--- config.mk ---
export PLATFORM = sky130hd
export DESIGN_NAME = obf_key_loader
export DESIGN_NICKNAME = d
export VERILOG_FILES = /design/src/rtl/obf_key_pkg.sv /design/src/rtl/obf_key_shreg.sv /design/src/rtl/obf_key_loader.sv
export SDC_FILE = /design/constraint.sdc
export NUM_CORES = 1
export LEC_CHECK = 0
export ABC_AREA = 1
export CORE_MARGIN = 2
export CORE_UTILIZATION = 40
export CTS_CLUSTER_SIZE = 20
export DETAILED_ROUTE_END_ITERATION = 10
export SLEW_MARGIN = 0
export SYNTH_ARGS = -nofsm -noshare
export SYNTH_HDL_FRONTEND = slang
export SYNTH_SLANG_ARGS = --single-unit
--- constraint.sdc ---
create_clock -name clk -period 2 [get_ports clk]
set_input_delay 0.6 -clock clk [delete_from_list [all_inputs] [get_ports clk]]
set_output_delay 0.6 -clock clk [all_outputs]
set_load 0.05 [all_outputs]
--- src/rtl/obf_key_pkg.sv ---
// obf_key_pkg
// Shared definitions for the obfuscation key loader slice.
//   key_state_t     : loader FSM states (IDLE, SHIFT, CHECK, LOCKED)
//   KEY_TRANSPARENT : key value that leaves the obfuscated core unmodified
//   frame_len()     : number of serial beats in one frame for a given key width
package obf_key_pkg;

    typedef enum logic [1:0] {
        IDLE   = 2'd0,
        SHIFT  = 2'd1,
        CHECK  = 2'd2,
        LOCKED = 2'd3
    } key_state_t;

    // 00 = transparent, 01 = invert protected net, 10 = force 1, 11 = force 0
    localparam logic [1:0] KEY_TRANSPARENT = 2'b00;

    // A frame carries every key bit followed by one even-parity bit.
    function automatic int frame_len(input int key_w);
        return key_w + 1;
    endfunction

endpackage

--- src/rtl/obf_key_shreg.sv ---
// obf_key_shreg
// Shadow storage for a key frame in flight: key bits, the parity beat and the
// beat counter. The loader FSM decides when to load, shift or clear.
//   clk, reset : clock and synchronous active-high reset
//   clear      : drop the current frame contents
//   load       : first beat of a frame, written to shadow[0], count becomes 1
//   shift      : later beat, written to shadow[count] or to parity
//   bit_in     : serial beat value
//   shadow     : collected key bits (bit 0 = first beat)
//   parity     : captured parity beat
//   count      : number of beats captured so far
module obf_key_shreg
    import obf_key_pkg::*;
#(
    parameter int KEY_W = 2,
    parameter int CNT_W = $clog2(KEY_W + 1)
) (
    input  logic             clk,
    input  logic             reset,
    input  logic             clear,
    input  logic             load,
    input  logic             shift,
    input  logic             bit_in,
    output logic [KEY_W-1:0] shadow,
    output logic             parity,
    output logic [CNT_W-1:0] count
);

    // The counter doubles as the write pointer: beats below KEY_W land in the
    // shadow key, the beat at index KEY_W is the parity bit.
    always_ff @(posedge clk) begin
        if (reset || clear) begin
            shadow <= '0;
            parity <= 1'b0;
            count  <= '0;
        end else if (load) begin
            shadow    <= '0;
            shadow[0] <= bit_in;
            parity    <= 1'b0;
            count     <= CNT_W'(1);
        end else if (shift) begin
            for (int i = 0; i < KEY_W; i++) begin
                if (count == CNT_W'(i)) begin
                    shadow[i] <= bit_in;
                end
            end
            if (count == CNT_W'(KEY_W)) begin
                parity <= bit_in;
            end
            count <= count + CNT_W'(1);
        end
    end

endmodule

--- src/rtl/obf_key_loader.sv ---
// obf_key_loader
// Receives a serial key frame (KEY_W bits LSB first plus one even-parity bit),
// checks parity and framing, and only then publishes the key on D. D never
// shows a partial key: it changes solely on a passing check or on reset.
//   clk, reset : clock and synchronous active-high reset
//   key_valid  : a beat is offered on key_bit
//   key_bit    : serial frame data
//   key_last   : marks the parity beat of a frame
//   relock     : leave LOCKED and accept a new frame
//   key_ready  : loader accepts a beat this cycle
//   D          : key bus to the obfuscated core
//   key_loaded : D holds a parity-checked key
//   key_err    : one-cycle pulse when a frame is rejected
module obf_key_loader
    import obf_key_pkg::*;
#(
    parameter int KEY_W = 2,
    parameter int CNT_W = $clog2(KEY_W + 1)
) (
    input  logic             clk,
    input  logic             reset,
    input  logic             key_valid,
    input  logic             key_bit,
    input  logic             key_last,
    input  logic             relock,
    output logic             key_ready,
    output logic [KEY_W-1:0] D,
    output logic             key_loaded,
    output logic             key_err
);

    localparam int PARITY_IDX = frame_len(KEY_W) - 1;

    key_state_t       state;
    logic             frame_err;
    logic             xfer;
    logic             is_parity_beat;
    logic             parity_ok;
    logic             sr_load;
    logic             sr_shift;
    logic             sr_clear;
    logic [KEY_W-1:0] shadow;
    logic             parity;
    logic [CNT_W-1:0] count;

    assign xfer           = key_valid && key_ready;
    assign is_parity_beat = (count == CNT_W'(PARITY_IDX));
    // Even parity: all key bits plus the parity beat XOR to zero.
    assign parity_ok      = ~((^shadow) ^ parity);

    assign sr_load  = (state == IDLE)  && xfer;
    assign sr_shift = (state == SHIFT) && xfer;
    assign sr_clear = (state == CHECK);

    obf_key_shreg #(
        .KEY_W (KEY_W),
        .CNT_W (CNT_W)
    ) u_shreg (
        .clk    (clk),
        .reset  (reset),
        .clear  (sr_clear),
        .load   (sr_load),
        .shift  (sr_shift),
        .bit_in (key_bit),
        .shadow (shadow),
        .parity (parity),
        .count  (count)
    );

    // Loader FSM with registered outputs. A misplaced key_last only sets
    // frame_err; the frame still runs to its full length so the receiver
    // stays aligned with the sender's beat count.
    always_ff @(posedge clk) begin
        if (reset) begin
            state      <= IDLE;
            frame_err  <= 1'b0;
            key_ready  <= 1'b1;
            D          <= KEY_W'(KEY_TRANSPARENT);
            key_loaded <= 1'b0;
            key_err    <= 1'b0;
        end else begin
            key_err <= 1'b0;
            case (state)
                IDLE: begin
                    if (xfer) begin
                        frame_err <= key_last;
                        state     <= SHIFT;
                    end
                end
                SHIFT: begin
                    if (xfer) begin
                        if (key_last != is_parity_beat) begin
                            frame_err <= 1'b1;
                        end
                        if (is_parity_beat) begin
                            state     <= CHECK;
                            key_ready <= 1'b0;
                        end
                    end
                end
                CHECK: begin
                    frame_err <= 1'b0;
                    if (parity_ok && !frame_err) begin
                        D          <= shadow;
                        key_loaded <= 1'b1;
                        state      <= LOCKED;
                    end else begin
                        key_err   <= 1'b1;
                        key_ready <= 1'b1;
                        state     <= IDLE;
                    end
                end
                LOCKED: begin
                    if (relock) begin
                        key_loaded <= 1'b0;
                        key_ready  <= 1'b1;
                        state      <= IDLE;
                    end
                end
                default: begin
                    state     <= IDLE;
                    key_ready <= 1'b1;
                end
            endcase
        end
    end

endmodule

; ---- Word-level counts from Yosys, hierarchy flattened
; Index checks and enable logic that the tools add are counted.
[word_totals]
inputBits = 6
register_bits = 13
out_inout_bits = 5
[op_classes]
muxes = 24
n_bitwise = 3
reduce_logical = 24
add_sub_neg = 1
n_eq_ne = 13
[ops]
columns = cell, count
row1 = 1-bit 2-to-1 mux, 15
row2 = 2-bit != test (second input constant), 6
row3 = 2-bit 2-to-1 mux, 5
row4 = 2-bit case mux with 4 select lines, 1
row5 = 2-bit AND reduction, 4
row6 = 4-bit AND reduction, 2
row7 = 2-bit == test (second input constant), 3
row8 = 1-bit case mux with 3 select lines, 2
row9 = 2-bit nonzero test, 3
row10 = 3-bit nonzero test, 2
row11 = 5-bit AND reduction, 1
row12 = 2-bit by 1-bit == test with 1-bit output (second input constant), 2
row13 = 1-bit logical AND, 4
row14 = 2-bit zero test, 2
row15 = 2-bit OR reduction, 2
row16 = 3-bit AND reduction, 1
row17 = 2-bit by 1-bit adder with 2-bit output (second input constant), 1
row18 = 2-bit by 1-bit != test with 1-bit output (second input constant), 1
row19 = 1-bit inverter, 2
row20 = 1-bit case mux with 2 select lines, 1
row21 = 2-bit XOR reduction, 1
row22 = 1-bit zero test, 1
row23 = 1-bit logical OR, 1
row24 = 1-bit != test, 1
row25 = 1-bit bitwise XOR, 1

; ---- Logic depth before layout (Yosys ltp)
[logic_depth]
word_depth = 6
ltp_mapped = 10

; ---- Modules after synthesis
; A second synthesis with hierarchy kept.
[hier_totals]
cells_unflattened = 121
hier_area_um2 = 833.3
[modules_own_cells]
columns = mod, instances, area_each_um2, cells_each
row1 = obf_key_loader, 1, 554.3, 84
row2 = obf_key_shreg, 1, 279.0, 37

; ---- Least setup slack after synthesis
; OpenSTA, ideal clock, no wires.
[synth_path]
path_type = flip-flop to flip-flop
start = register key_ready
end = register state[0]
setup_ns = 0.109
path_stages_with_launch = 8
slack_ns = 0.495
required_time_ns = 1.891
arrival_ns = 1.396
synth_period_minus_slack_ns = 1.505
path_cell_list = dfxtp_1 nand2_2 o21ai_2 nand2_1 a21oi_2 nand3_1 nand2_1 inv_1
[synth_between]
elab_chain_cells = 3
[synth_rtl]
columns = item, line_no
row1 = start: declaration, obf_key_loader.sv:26  ; output logic key_ready,
row2 = start signal: assignment, obf_key_loader.sv:77  ; key_ready <= 1'b1;
row3 = start signal: assignment, obf_key_loader.sv:97  ; key_ready <= 1'b0;
row4 = start signal: assignment, obf_key_loader.sv:109  ; key_ready <= 1'b1;
row5 = 1-bit logical AND (*), obf_key_loader.sv:46  ; assign xfer = key_valid && key_ready;
row6 = 2-bit != test (no line), --
row7 = 4-bit AND reduction (no line) (*), --
row8 = end signal: assignment, obf_key_loader.sv:75  ; state <= IDLE;
row9 = end signal: assignment, obf_key_loader.sv:87  ; state <= SHIFT;
row10 = end signal: assignment, obf_key_loader.sv:96  ; state <= CHECK;
row11 = end: declaration, obf_key_loader.sv:34  ; key_state_t state;
; Mark *: on every way between the ends. The rest lies on a longest branch, timed or not.
; A chain may end at the register's enable or synchronous reset.

; ---- Worst setup path in the final report
[layout_path]
start = input port key_valid
end = register state[1]
[layout_between]
elab_chain_cells = 3
[layout_rtl]
columns = item, line_no
row1 = start: declaration, obf_key_loader.sv:22  ; input logic key_valid,
row2 = 1-bit logical AND (*), obf_key_loader.sv:46
row3 = 2-bit != test (no line), --
row4 = 4-bit AND reduction (no line) (*), --
; Marks and branches as above.

==> results.txt <==
----------------------------------------------------
[Outcome]
  Result of the run ... finished, final reports clean

[Die]
  Initial standard-cell utilization of the core ... 41.5%
  Die Span X ... 48.4 um
  Die Outline Area ... 2340 um^2
  Site Rows ... 16
  Top-Level Pins ... 11
  Placeable core area ... 1900 um^2
  Die height ... 48.4 um

[Yosys]
  Seq cells post-synth ... 13
  Mux contribution to synthesized area ... 0%
  Synthesized-area fraction occupied by ao, oa, aoi and oai cells ... 15.2%
  Yosys warning count ... 0
  XOR/XNOR share of the synthesized area ... 2.22%
  Synth top area share ... 33.0%
  Syn Nets ... 122
  Combined area of all synthesized cells ... 790 um^2
  Unique masters post-synth ... 21
  Main combinational cell family by area after synthesis ... simple AND/OR/NAND/NOR gates
  Simple-Gate Fraction of Synth Area ... 26.5%
  Gate count after technology mapping ... 108
  Top post-synthesis cells by area ... dfxtp_1 33%, ha_1 13%, inv_1 10%
  Cell type contributing the most total cell area after synthesis ... dfxtp_1
  Avg Synthesized Cell Area ... 7.31 um^2
  Fraction of the mapped netlist area in adder cells ... 12.7%
  Sequential area share after synthesis ... 33.0%

[Clock network]
  CTS H-tree depth ... 1
  Clock net sink count ... 13
  Number of buffers added to fix hold violations after cts ... 0
  Master cell of the clock root buffer ... clkbuf_4
  Number of buffers added for setup after CTS ... 0
  Worst-skew pair later-pin latency ... 0.28 ns
  Maximum root-to-sink buffer count ... 2
  Number of buffers created by CTS ... 3
  Resized cells post-CTS ... 0
  Clk pin slew, worst setup/hold paths ... 0.08 ns
  TritonCTS clock tree ... done

[Global route]
  Total gr overflow ... 0
  Vias in the first global route ... 595
  First-pass GRT wire length ... 2390 um
  Antenna violations before repair ... 0
  Largest net degree at the start of global routing ... 9
  Global Route Usage Sum ... 13.3%

[Routing]
  Total DRC errors in the routed layout ... 0
  DRT antenna net count ... 0
  Routed vias/inst ... 4.47
  Vias after detailed routing ... 670
  Number of iterations in the first detailed-routing pass ... 4
  Final wirelength ... 1340 um
  DRC violation total after the first TritonRoute iteration ... 11
  Routed length per placed instance ... 8.93 um

[Timing]
  Clock Skew ... 0.00540 ns
  Post-Route Setup TNS ... 0 ns
  Fin worst setup slack ... 0.411 ns
  RSZ-0062 raised after global routing ... no
  Max-slew violation total from the final report ... 0
  Time the final worst path needs with I/O delays and setup ... 1.59 ns
  Fin. Hold Viols ... 0
  Transition at the pin with the smallest max-transition slack ... 0.281 ns
  Max-Slew Margin vs Limit ... 81.3%
  Share of the cycle needed by the critical path after routing ... 79.5%
  Max Freq ... 0.629 GHz
  Number of setup violations in the final report ... 0

[Worst setup path]
  Crit path launch type ... primary input
  Reg2reg end ... u_shreg.shadow[1]
  Endpoint required time on the critical path ... 2.18 ns
  Startpoint of the most critical setup path ... key_valid
  Cell depth of the worst flop-to-flop path ... 7
  Register-to-Register Setup Slack ... 0.56 ns
  Startpoint of the lowest-slack register-to-register path ... state[0]
  Arrival time reported for the critical path endpoint ... 1.77 ns
  Classification of the worst setup path ... primary input to flop
  Critical path peak fanout ... 5
  Type of element capturing the critical path ... flop

[Final layout]
  Layout cells sized above 1 ... 16.3%
  Antenna diode instance count ... 0
  Most common cell after layout, fill and taps aside ... inv_1
  Commonest non-fill, non-tap cells in the layout ... 21 x inv_1, 19 x nand2_1, 13 x dfxtp_1
  Area added between synthesis and finish ... 19.8%
  Count of fill cells added during filler insertion ... 193
  Final Non-Filler Cells ... 150
  Post-layout nets ... 138
  Share of the core filled with cells ... 49.7%

[Min path]
  Worst hold path type ... flop to flop
  Hold Crit Depth ... 2
  HP Start ... key_loaded
  Worst Hold Path EP ... key_loaded

[Power]
  Total power of the final layout ... 0.00115 W
  P per Cell Area ... 1220 nW/um^2
  Worst vdd ir ... 528 uV
  Cell leakage power ... 0.425 nW

[Place]
  Placed Cells incl. Taps ... 146
  Dpl ws ... 0.115 ns
  Last weighted congestion value of the routability-driven placer ... 0.786
  Post-DP HPWL ... 1110 um
  Count of buffers from port buffering ... 10

[Run]
  Max-cap viol count ... 0

----------------------------------------------------
==> metal layers <==
metal | vias to the layer above | track usage (%) | part of all wire, %
li1 | 371 | - | -
met1 | 287 | 15.5 | 48
met2 | 9 | 21.5 | 45
met3 | 3 | 7.10 | 5.4
met4 | 0 | 2.86 | 0.82
met5 | - | 0 | 0
==> state kept, by name, summed over array words and instances (netlist names) <==
name	count
key_loaded	1
state	2
u_shreg.parity	1
u_shreg.count	2
D	2
frame_err	1
u_shreg.shadow	2
key_ready	1
key_err	1
==> area by class of cell <==
| type | instances | area (um^2) | area share [%] |
|---|---|---|---|
| repair buffers | 11 | 95.1 | 10.1 |
| inverters | 22 | 82.6 | 8.73 |
| clock inverters | 1 | 5.00 | 0.529 |
| flip-flops and latches | 13 | 260 | 27.5 |
| clock buffers | 3 | 22.5 | 2.38 |
| well taps | 27 | 33.8 | 3.57 |
| multi-input cells | 73 | 447 | 47.2 |
==> how the worst max path moves through the flow <==
| stage | endpoint |
|---|---|
| after floorplan | state[0] |
| after global placement | state[1] |
| after detailed placement | state[1] |
| after CTS | state[1] |
| after global routing | state[1] |
| final | state[1] |
==> cell usage after synthesis <==
cell type and instances:
dfxtp_1 13, xnor2_1 1, nand4_1 1, a21boi_0 1
nor2_1 7, ha_1 8, nand3_1 8, xor2_1 1
a21oi_2 1, nand2_1 19, nor2_2 2, nor2_4 1
a21oi_1 10, nand2_2 2, o21ai_2 1, inv_1 21
and2_2 1, o21ai_0 7, nand4_4 1, o311a_1 1
inv_2 1
==> power by group <==
group / total (W) / leakage (nW) / internal, W / switching (W)
clock network: 0.000164 / 0.0177 / 0.0000743 / 0.0000898
registers: 0.000371 / 0.106 / 0.000322 / 0.0000494
logic: 0.000615 / 0.302 / 0.000230 / 0.000385
==> stage by stage <==
stage,hold WS (ns),cell area [um^2]
finish,0.464,946
global route,0.491,946
CTS,0.469,946
detailed placement,0.456,918
global placement,0.447,918
floorplan,0.433,790
==> critical path, stage by stage <==
cell and delay, ns:
clkdlybuf4s50_1 0.47, nand2_2 0.11, o21ai_2 0.13, nand2_1 0.07
a21oi_2 0.19, nand3_1 0.09, nand2_1 0.07, nor2_1 0.04
==> cells by family after synthesis <==
group / after synthesis
buf+inv: 22
flops: 13
simple gates: 42
xor+xnor: 2
compound gates: 21
fa+ha+maj: 8
Note: power is estimated with default switching activity, not from simulation.
